===== src/rtl/postnorm_seq.sv =====
// Sequential post-normalizer and round-to-nearest-even stage for the FP multiplier.
// Shifts the raw product into place one bit per cycle, then packs sign/exponent/fraction with flags.
module postnorm_seq #(
    parameter int WEXP    = 8,
    parameter int WSIG    = 23,
    parameter int WEXPSUM = 10
) (
    input  logic                   clk,
    input  logic                   rst,
    input  logic                   in_valid,
    output logic                   in_ready,
    input  logic [2*WSIG+1:0]      prod,
    input  logic [WEXPSUM-1:0]     expsum,
    input  logic                   sign,
    output logic                   out_valid,
    input  logic                   out_ready,
    output logic [WEXP+WSIG:0]     result,
    output logic                   underflow,
    output logic                   overflow,
    output logic                   inexact
);

    localparam int M  = 2*WSIG+1;
    localparam int WE = WEXPSUM+1;
    localparam logic signed [WE-1:0] ONE     = WE'(1);
    localparam logic signed [WE-1:0] EXP_MAX = WE'((1 << WEXP) - 1);

    typedef enum logic [2:0] {IDLE, NORM, DENORM, ROUND, DONE} state_t;

    state_t                 state, state_n;
    logic [M:0]             sig, sig_n;
    logic signed [WE-1:0]   exp, exp_n;
    logic                   sticky, sticky_n;
    logic                   s, s_n;
    logic [WEXP+WSIG:0]     result_n;
    logic                   underflow_n, overflow_n, inexact_n;

    logic [WSIG:0]          mant, mant_r;
    logic [WSIG+1:0]        mant_inc;
    logic                   guard, rs, round_up;
    logic signed [WE-1:0]   exp_r;
    logic [WEXP-1:0]        field;

    always_ff @(posedge clk or posedge rst) begin
        if (rst) begin
            state     <= IDLE;
            sig       <= '0;
            exp       <= '0;
            sticky    <= 1'b0;
            s         <= 1'b0;
            result    <= '0;
            underflow <= 1'b0;
            overflow  <= 1'b0;
            inexact   <= 1'b0;
        end else begin
            state     <= state_n;
            sig       <= sig_n;
            exp       <= exp_n;
            sticky    <= sticky_n;
            s         <= s_n;
            result    <= result_n;
            underflow <= underflow_n;
            overflow  <= overflow_n;
            inexact   <= inexact_n;
        end
    end

    // Rounding datapath; a carry out of the significand renormalizes to 1.0 with exp+1.
    always_comb begin
        mant     = sig[M:M-WSIG];
        guard    = sig[M-WSIG-1];
        rs       = (|sig[M-WSIG-2:0]) | sticky;
        round_up = guard & (rs | mant[0]);
        mant_inc = {1'b0, mant} + {{(WSIG+1){1'b0}}, round_up};
        if (mant_inc[WSIG+1]) begin
            mant_r = {1'b1, {WSIG{1'b0}}};
            exp_r  = exp + ONE;
        end else begin
            mant_r = mant_inc[WSIG:0];
            exp_r  = exp;
        end
        field = mant_r[WSIG] ? exp_r[WEXP-1:0] : '0;
    end

    always_comb begin
        state_n     = state;
        sig_n       = sig;
        exp_n       = exp;
        sticky_n    = sticky;
        s_n         = s;
        result_n    = result;
        underflow_n = underflow;
        overflow_n  = overflow;
        inexact_n   = inexact;
        in_ready    = 1'b0;
        out_valid   = 1'b0;
        case (state)
            IDLE: begin
                in_ready = 1'b1;
                if (in_valid) begin
                    sig_n    = prod;
                    exp_n    = {expsum[WEXPSUM-1], expsum} + ONE;
                    sticky_n = 1'b0;
                    s_n      = sign;
                    if (prod == '0) begin
                        result_n    = {sign, {(WEXP+WSIG){1'b0}}};
                        underflow_n = 1'b0;
                        overflow_n  = 1'b0;
                        inexact_n   = 1'b0;
                        state_n     = DONE;
                    end else begin
                        state_n = NORM;
                    end
                end
            end
            NORM: begin
                if (!sig[M] && exp > ONE) begin
                    sig_n = {sig[M-1:0], 1'b0};
                    exp_n = exp - ONE;
                end else begin
                    state_n = DENORM;
                end
            end
            // Right shifts stop once the significand empties, bounding very negative exponents.
            DENORM: begin
                if (sig == '0) begin
                    state_n = ROUND;
                end else if (exp < ONE) begin
                    sticky_n = sticky | sig[0];
                    sig_n    = {1'b0, sig[M:1]};
                    exp_n    = exp + ONE;
                end else begin
                    state_n = ROUND;
                end
            end
            ROUND: begin
                if (mant_r[WSIG] && exp_r >= EXP_MAX) begin
                    result_n    = {s, {WEXP{1'b1}}, {WSIG{1'b0}}};
                    overflow_n  = 1'b1;
                    inexact_n   = 1'b1;
                    underflow_n = 1'b0;
                end else begin
                    result_n    = {s, field, mant_r[WSIG-1:0]};
                    overflow_n  = 1'b0;
                    inexact_n   = guard | rs;
                    underflow_n = (guard | rs) & (field == '0);
                end
                state_n = DONE;
            end
            DONE: begin
                out_valid = 1'b1;
                if (out_ready) state_n = IDLE;
            end
            default: state_n = IDLE;
        endcase
    end

endmodule


===== config.mk =====
export PLATFORM = sky130hd
export DESIGN_NAME = postnorm_seq
export DESIGN_NICKNAME = d
export VERILOG_FILES = /design/src/rtl/postnorm_seq.sv
export SDC_FILE = /design/constraint.sdc
export NUM_CORES = 1
export LEC_CHECK = 0
export BUFFER_PORTS_ARGS = -buffer_cell sky130_fd_sc_hd__buf_2
export CAP_MARGIN = 20
export CORE_MARGIN = 2
export CORE_UTILIZATION = 52
export DETAILED_ROUTE_END_ITERATION = 10
export PLACE_DENSITY_LB_ADDON = 0.3
export SLEW_MARGIN = 20
export SYNTH_ARGS = -nofsm -noshare
export SYNTH_HDL_FRONTEND = slang
export SYNTH_SLANG_ARGS = --single-unit

===== constraint.sdc =====
create_clock -name clk -period 2.89 [get_ports clk]
set_clock_uncertainty 0.2 [all_clocks]
set_input_delay 0.289 -clock clk [delete_from_list [all_inputs] [get_ports clk]]
set_output_delay 0.289 -clock clk [all_outputs]
set_load 0.01 [all_outputs]

* Word-level counts from Yosys, hierarchy flattened
Index checks and enable logic that the tools add are counted.
W data, S select, Z words.
** Storage, ports and cells
- Register bits after elaboration :: 99
- Latch bits :: 0
- Memory bits (writable) :: 0
- ROM bits :: 0
- Input port bits :: 63
- Output and inout bits :: 37
- Word-level logic and storage cells :: 88
- Memories kept :: 0
** Cells by class
- Add/subtract/negate cells :: 4
- Multiply operators :: 0
- Divide/modulo/power cells :: 0
- Magnitude comparators :: 3
- Equal/unequal tests :: 12
- Shifts and indexed selects :: 0
- Multiplexer cells :: 38
- Bitwise logic cells :: 6
- Reductions and logical operators :: 16
** Operator list (number)
- $mux W48 :: 4
- $pmux W48 S3 :: 1
- $logic_not A48 Y1 :: 2
- $mux W32 :: 2
- $pmux W32 S2 :: 1
- $mux W11 :: 5
- $pmux W11 S3 :: 1
- $mux W31 :: 1
- $add A24 B1 Y25 :: 1
- $mux W24 :: 1
- $reduce_or A23 Y1 :: 1
- $mux W3 :: 6
- $pmux W3 S5 :: 1
- $ne A2 B2 Y1 const B :: 7
- $add A10 B2 Y11 const B :: 1
- $add A11 B2 Y11 const B :: 1
- $ge A11 B9 Y1 const B :: 1
- $gt A11 B2 Y1 const B :: 1
- $lt A11 B2 Y1 const B :: 1
- $sub A11 B2 Y11 const B :: 1
- $mux W1 :: 10
- $logic_not A8 Y1 :: 1
- $mux W8 :: 1
- $pmux W1 S2 :: 4
- 15 further kinds :: 23

* Logic depth before layout (Yosys ltp)
- Word-level depth :: 11
- Gate-level depth with buffers :: 11
- Mapped depth without buffers :: 9

* Worst setup path after synthesis
OpenSTA, ideal clock, no wires.
- Path type :: register to register
- Start point :: register sig[24]
- End point :: register result[10]
- Library setup time :: 0.122 ns
- Data arrival time :: 2.642 ns
- Required time :: 2.568 ns
- Slack :: -0.074 ns
- Stages on the path, launching flop included :: 12
- Buffers on the path :: 2
- Period minus slack after synthesis :: 2.964 ns
- Cells stage by stage :: dfrtp_1 -> clkbuf_1 -> and2_1 -> ha_1 -> nand4_1 -> or4_1 -> nor2_4 -> a31o_2 -> nand4_1 -> and2_1 -> buf_2 -> a32o_1
** On the way
- Longest elaborated chain between the ends :: 8
- Elaborated cells on any way between the ends :: 9
- Those cells by class :: add/sub: 1; order compare: 1; mux: 4; bitwise: 2; reduce/logical: 1
** Ends and longest elaborated chain
- from (decl) :: RTL line 31 : logic [M:0] sig, sig_n;
- from (signal assigned) :: RTL line 57 : sig <= sig_n;
- $or A1 B1 Y1 :: RTL line 73 : round_up = guard & (rs | mant[0]);
- $and A1 B1 Y1 :: RTL line 73
- $add A24 B1 Y25 (*) :: RTL line 74 : mant_inc = {1'b0, mant} + {{(WSIG+1){1'b0}}, round_up};
- $mux W11 :: RTL line 75 : if (mant_inc[WSIG+1]) begin
- $ge A11 B9 Y1 :: RTL line 137 : if (mant_r[WSIG] && exp_r >= EXP_MAX) begin
- $logic_and A1 B1 Y1 :: RTL line 137
- $mux W31 (*) :: RTL line 137
- $pmux W32 S2 (*) :: RTL line 97 : case (state)
- to (signal assigned) :: RTL line 61 : result <= result_n;
- to (decl) :: RTL line 17 : output logic [WEXP+WSIG:0] result,
Mark *: on every way between the ends. The rest lies on a longest branch, timed or not.
A chain may end at the register's enable or synchronous reset.

* Worst setup path in the final report
- Start point :: input prod[29]
- End point :: register result[12]
** On the way
- Longest elaborated chain between the ends :: 3
** Ends and longest elaborated chain
- from (decl) :: RTL line 12 : input logic [2*WSIG+1:0] prod,
- $logic_not A48 Y1 :: RTL line 105 : if (prod == '0) begin
- $ne A2 B2 Y1 (no source line)
- $reduce_and A3 Y1 (no source line)
Every way passes these cells.

==> key figures <==
Run status
  • Status: complete, no violations

Floorplanning
  • Die H: 114 um
  • Io pins: 100
  • Initial Utilization: 52.9%
  • Row cnt: 40
  • Die width: 114 um
  • DIE AREA: 13100 um2
  • Core area: 12000 um2

Pwr
  • Leakage: 3.35 nW
  • Power per Cell Area: 1210 nW/um2
  • VDD IR max: 0.561 mV
  • Final Power: 9.60 mW

Finish
  • Share of layout cells above drive strength 1: 24.3%
  • Most frequent cells in the layout: 99 x buf_2, 97 x dfrtp_1, 95 x nand2_1
  • Most common cell after layout, fill and taps aside: buf_2
  • Final instance area: 7920 um2
  • Synth-to-Final Area Change: 25.1%
  • N_diodes: 0
  • Final nets: 952

Clocking
  • Htree depth: 3
  • Root buffer cell: clkbuf_16
  • # clock sinks: 99
  • Worst-Skew Late Latency: 0.37 ns
  • Clk buf depth: 2
  • TritonCTS clock tree: built
  • Post-CTS setup buffers: 0
  • CTS clock-pin slew for the worst setup and hold paths: 0.07 ns
  • Num CTS Buffers: 9

Global route
  • Grt total ovfl: 0
  • Vias in the first global route: 5974
  • First-pass GRT wire length: 29800 um
  • Initial antenna violation count: 0
  • Largest net degree at the start of global routing: 56
  • Tot GR Track Use: 29.0%

Synth
  • Syn Nets: 828
  • Mapped Cells: 760
  • Post-synth EDFFs: 0
  • Async set-reset flop share out of synthesis: 100%
  • FF+latch count, synth: 99
  • Synth warn: 0
  • Unique masters post-synth: 62
  • Post-Syn Area per Cell: 8.33 um2
  • Sequential element share of the synthesized area: 39.1%
  • Top FF cell, synth: dfrtp_1
  • Mapped Area: 6330 um2

STA
  • Setup ws final: 0.0746 ns
  • Final hold vios: 0
  • Tmin final: 2.82 ns
  • Slew @ Worst Pin: 0.639 ns
  • Fin. max-slew vios: 0
  • Endpoints failing setup: 0
  • Hold slack final: 0.00396 ns
  • Period utilization: 97.4%
  • F_max: 355 MHz
  • Max transition margin: 57.3%

Run
  • Max cap viols: 0

Place
  • Detailed-placement wirelength estimate: 14000 um
  • Placed cell areas: 7190 um2
  • Gpl congestion: 0.956
  • Pre-CTS setup slack: -0.0784 ns
  • IO Port Bufs: 99

Setup path
  • CP Launch Point: prod[29]
  • CP Capture Type: flip-flop
  • Critical path required time: 2.95 ns
  • CP Launch Type: input pin
  • Largest stage delay, worst path: 0.58 ns
  • Worst r2r path cells: 9
  • Critical path class: in2reg
  • Slowest CP cell: or4_4
  • CP max FO: 6
  • CP Cell Sequence: dlygate4sd3_1 > buf_2 > nor4_1 > nand4_1 > nor4_4 > buf_4 > mux2i_2 > or4_4 > buf_12 > a32o_1
  • R2R Setup Slk: 0.11 ns
  • CP arrival: 2.87 ns
  • R2r startpoint: sig[23]

Worst hold path
  • Worst min path class: in2reg
  • Min-delay src: prod[10]
  • Worst hold path depth: 3

Detailed routing
  • Residual DRC: 0
  • DR WL/cell: 18.7 um
  • Wirelength, routed: 19400 um
  • Number of DRC markers in iteration 0: 732
  • DRT antenna net count: 0
  • Routed vias: 6651
  • 1st-pass router iterations: 6
  • Vias per inst: 6.42
==> worst max-delay path: cells and delay by family <==
kind                   cells  cell delay (ns)
AND/OR/NAND/NOR            4             1.29
buffers and inverters      4             0.99
AO/OA/AOI/OAI              1             0.20
multiplexers               1             0.09
==> cell families after synthesis <==
kind of cell / count (synthesis) / synth area share [%]
buffers and inverters: 83 / 5.79
xor gates and xnor gates: 39 / 5.39
and+or+nand+nor: 312 / 24.4
AOI/OAI and AO/OA: 215 / 23.1
adders and majority gates: 5 / 0.988
DFF: 99 / 39.1
muxes: 7 / 1.15
==> metrics by stage <==
step / instances / setup TNS [ns] / util, %
2_1_floorplan: 760 / 0 / -
3_3_place_gp: 992 / 0 / 60.1
3_5_place_dp: 992 / -0.935 / 60.1
4_1_cts: 1032 / 0 / 64.4
5_1_grt: 1036 / -1.03 / 66.2
6_report: 1036 / 0 / 66.2
==> routing by layer <==
layer  track usage (%)  wire length (um)  part of all wire (%)
met5                 0                 0                     0
met4              10.5               386                   2.0
met3              4.61              1590                   8.2
met2              46.6              9180                    47
met1              39.9              8240                    42
==> registers in the layout (all words and copies together), names as in the netlist <==
signal and count:
sig 48, result 32, exp 11, state 3, inexact 1, overflow 1
s 1, sticky 1, underflow 1
==> area by class of cell <==
class	count	area (um2)
flip-flops and latches	99	2480
inverters	10	41.3
clock inverters	6	47.5
repair buffers	184	1280
multi-input cells	580	3660
well taps	147	184
clock buffers	10	229
fillers	982	4040
==> cells in the mapped netlist, types with 9 or more instances <==
master    instances  area [um2]
o21ai_0          33         165
xnor2_1          20         175
buf_2            16        80.1
a22oi_1          47         353
nor2_1           83         312
a21oi_1          20         100
nand4_1          18         113
clkbuf_1         49         184
inv_1            10        37.5
nand3_1          27         135
dfrtp_1          99        2480
nor3_1           14        70.1
a221o_1           9        90.1
xor2_1           19         166
nand2_1          96         360
a31oi_1          53         332
nor4_1           21         131
==> path summary, 6_finish.rpt <==
path	end
setup / recovery	result[12]
hold / removal	sig[10]
setup reg to reg	underflow
hold reg to reg	result[7]
max in group asynchronous	result[19]
min in group asynchronous	sig[7]
==> power by group <==
group / internal [mW] / switching (mW)
clock network: 0.591 / 0.559
logic: 2.28 / 3.25
registers: 2.12 / 0.798
total: 5.00 / 4.60
==> what timing repair did <==
item,4_1_cts,5_1_grt
gates resized for setup,0,28
endpoints found under the hold margin,49,0
hold buffers,24,0
endpoints found under the setup margin,0,82
(Power assumes the default switching activity.)
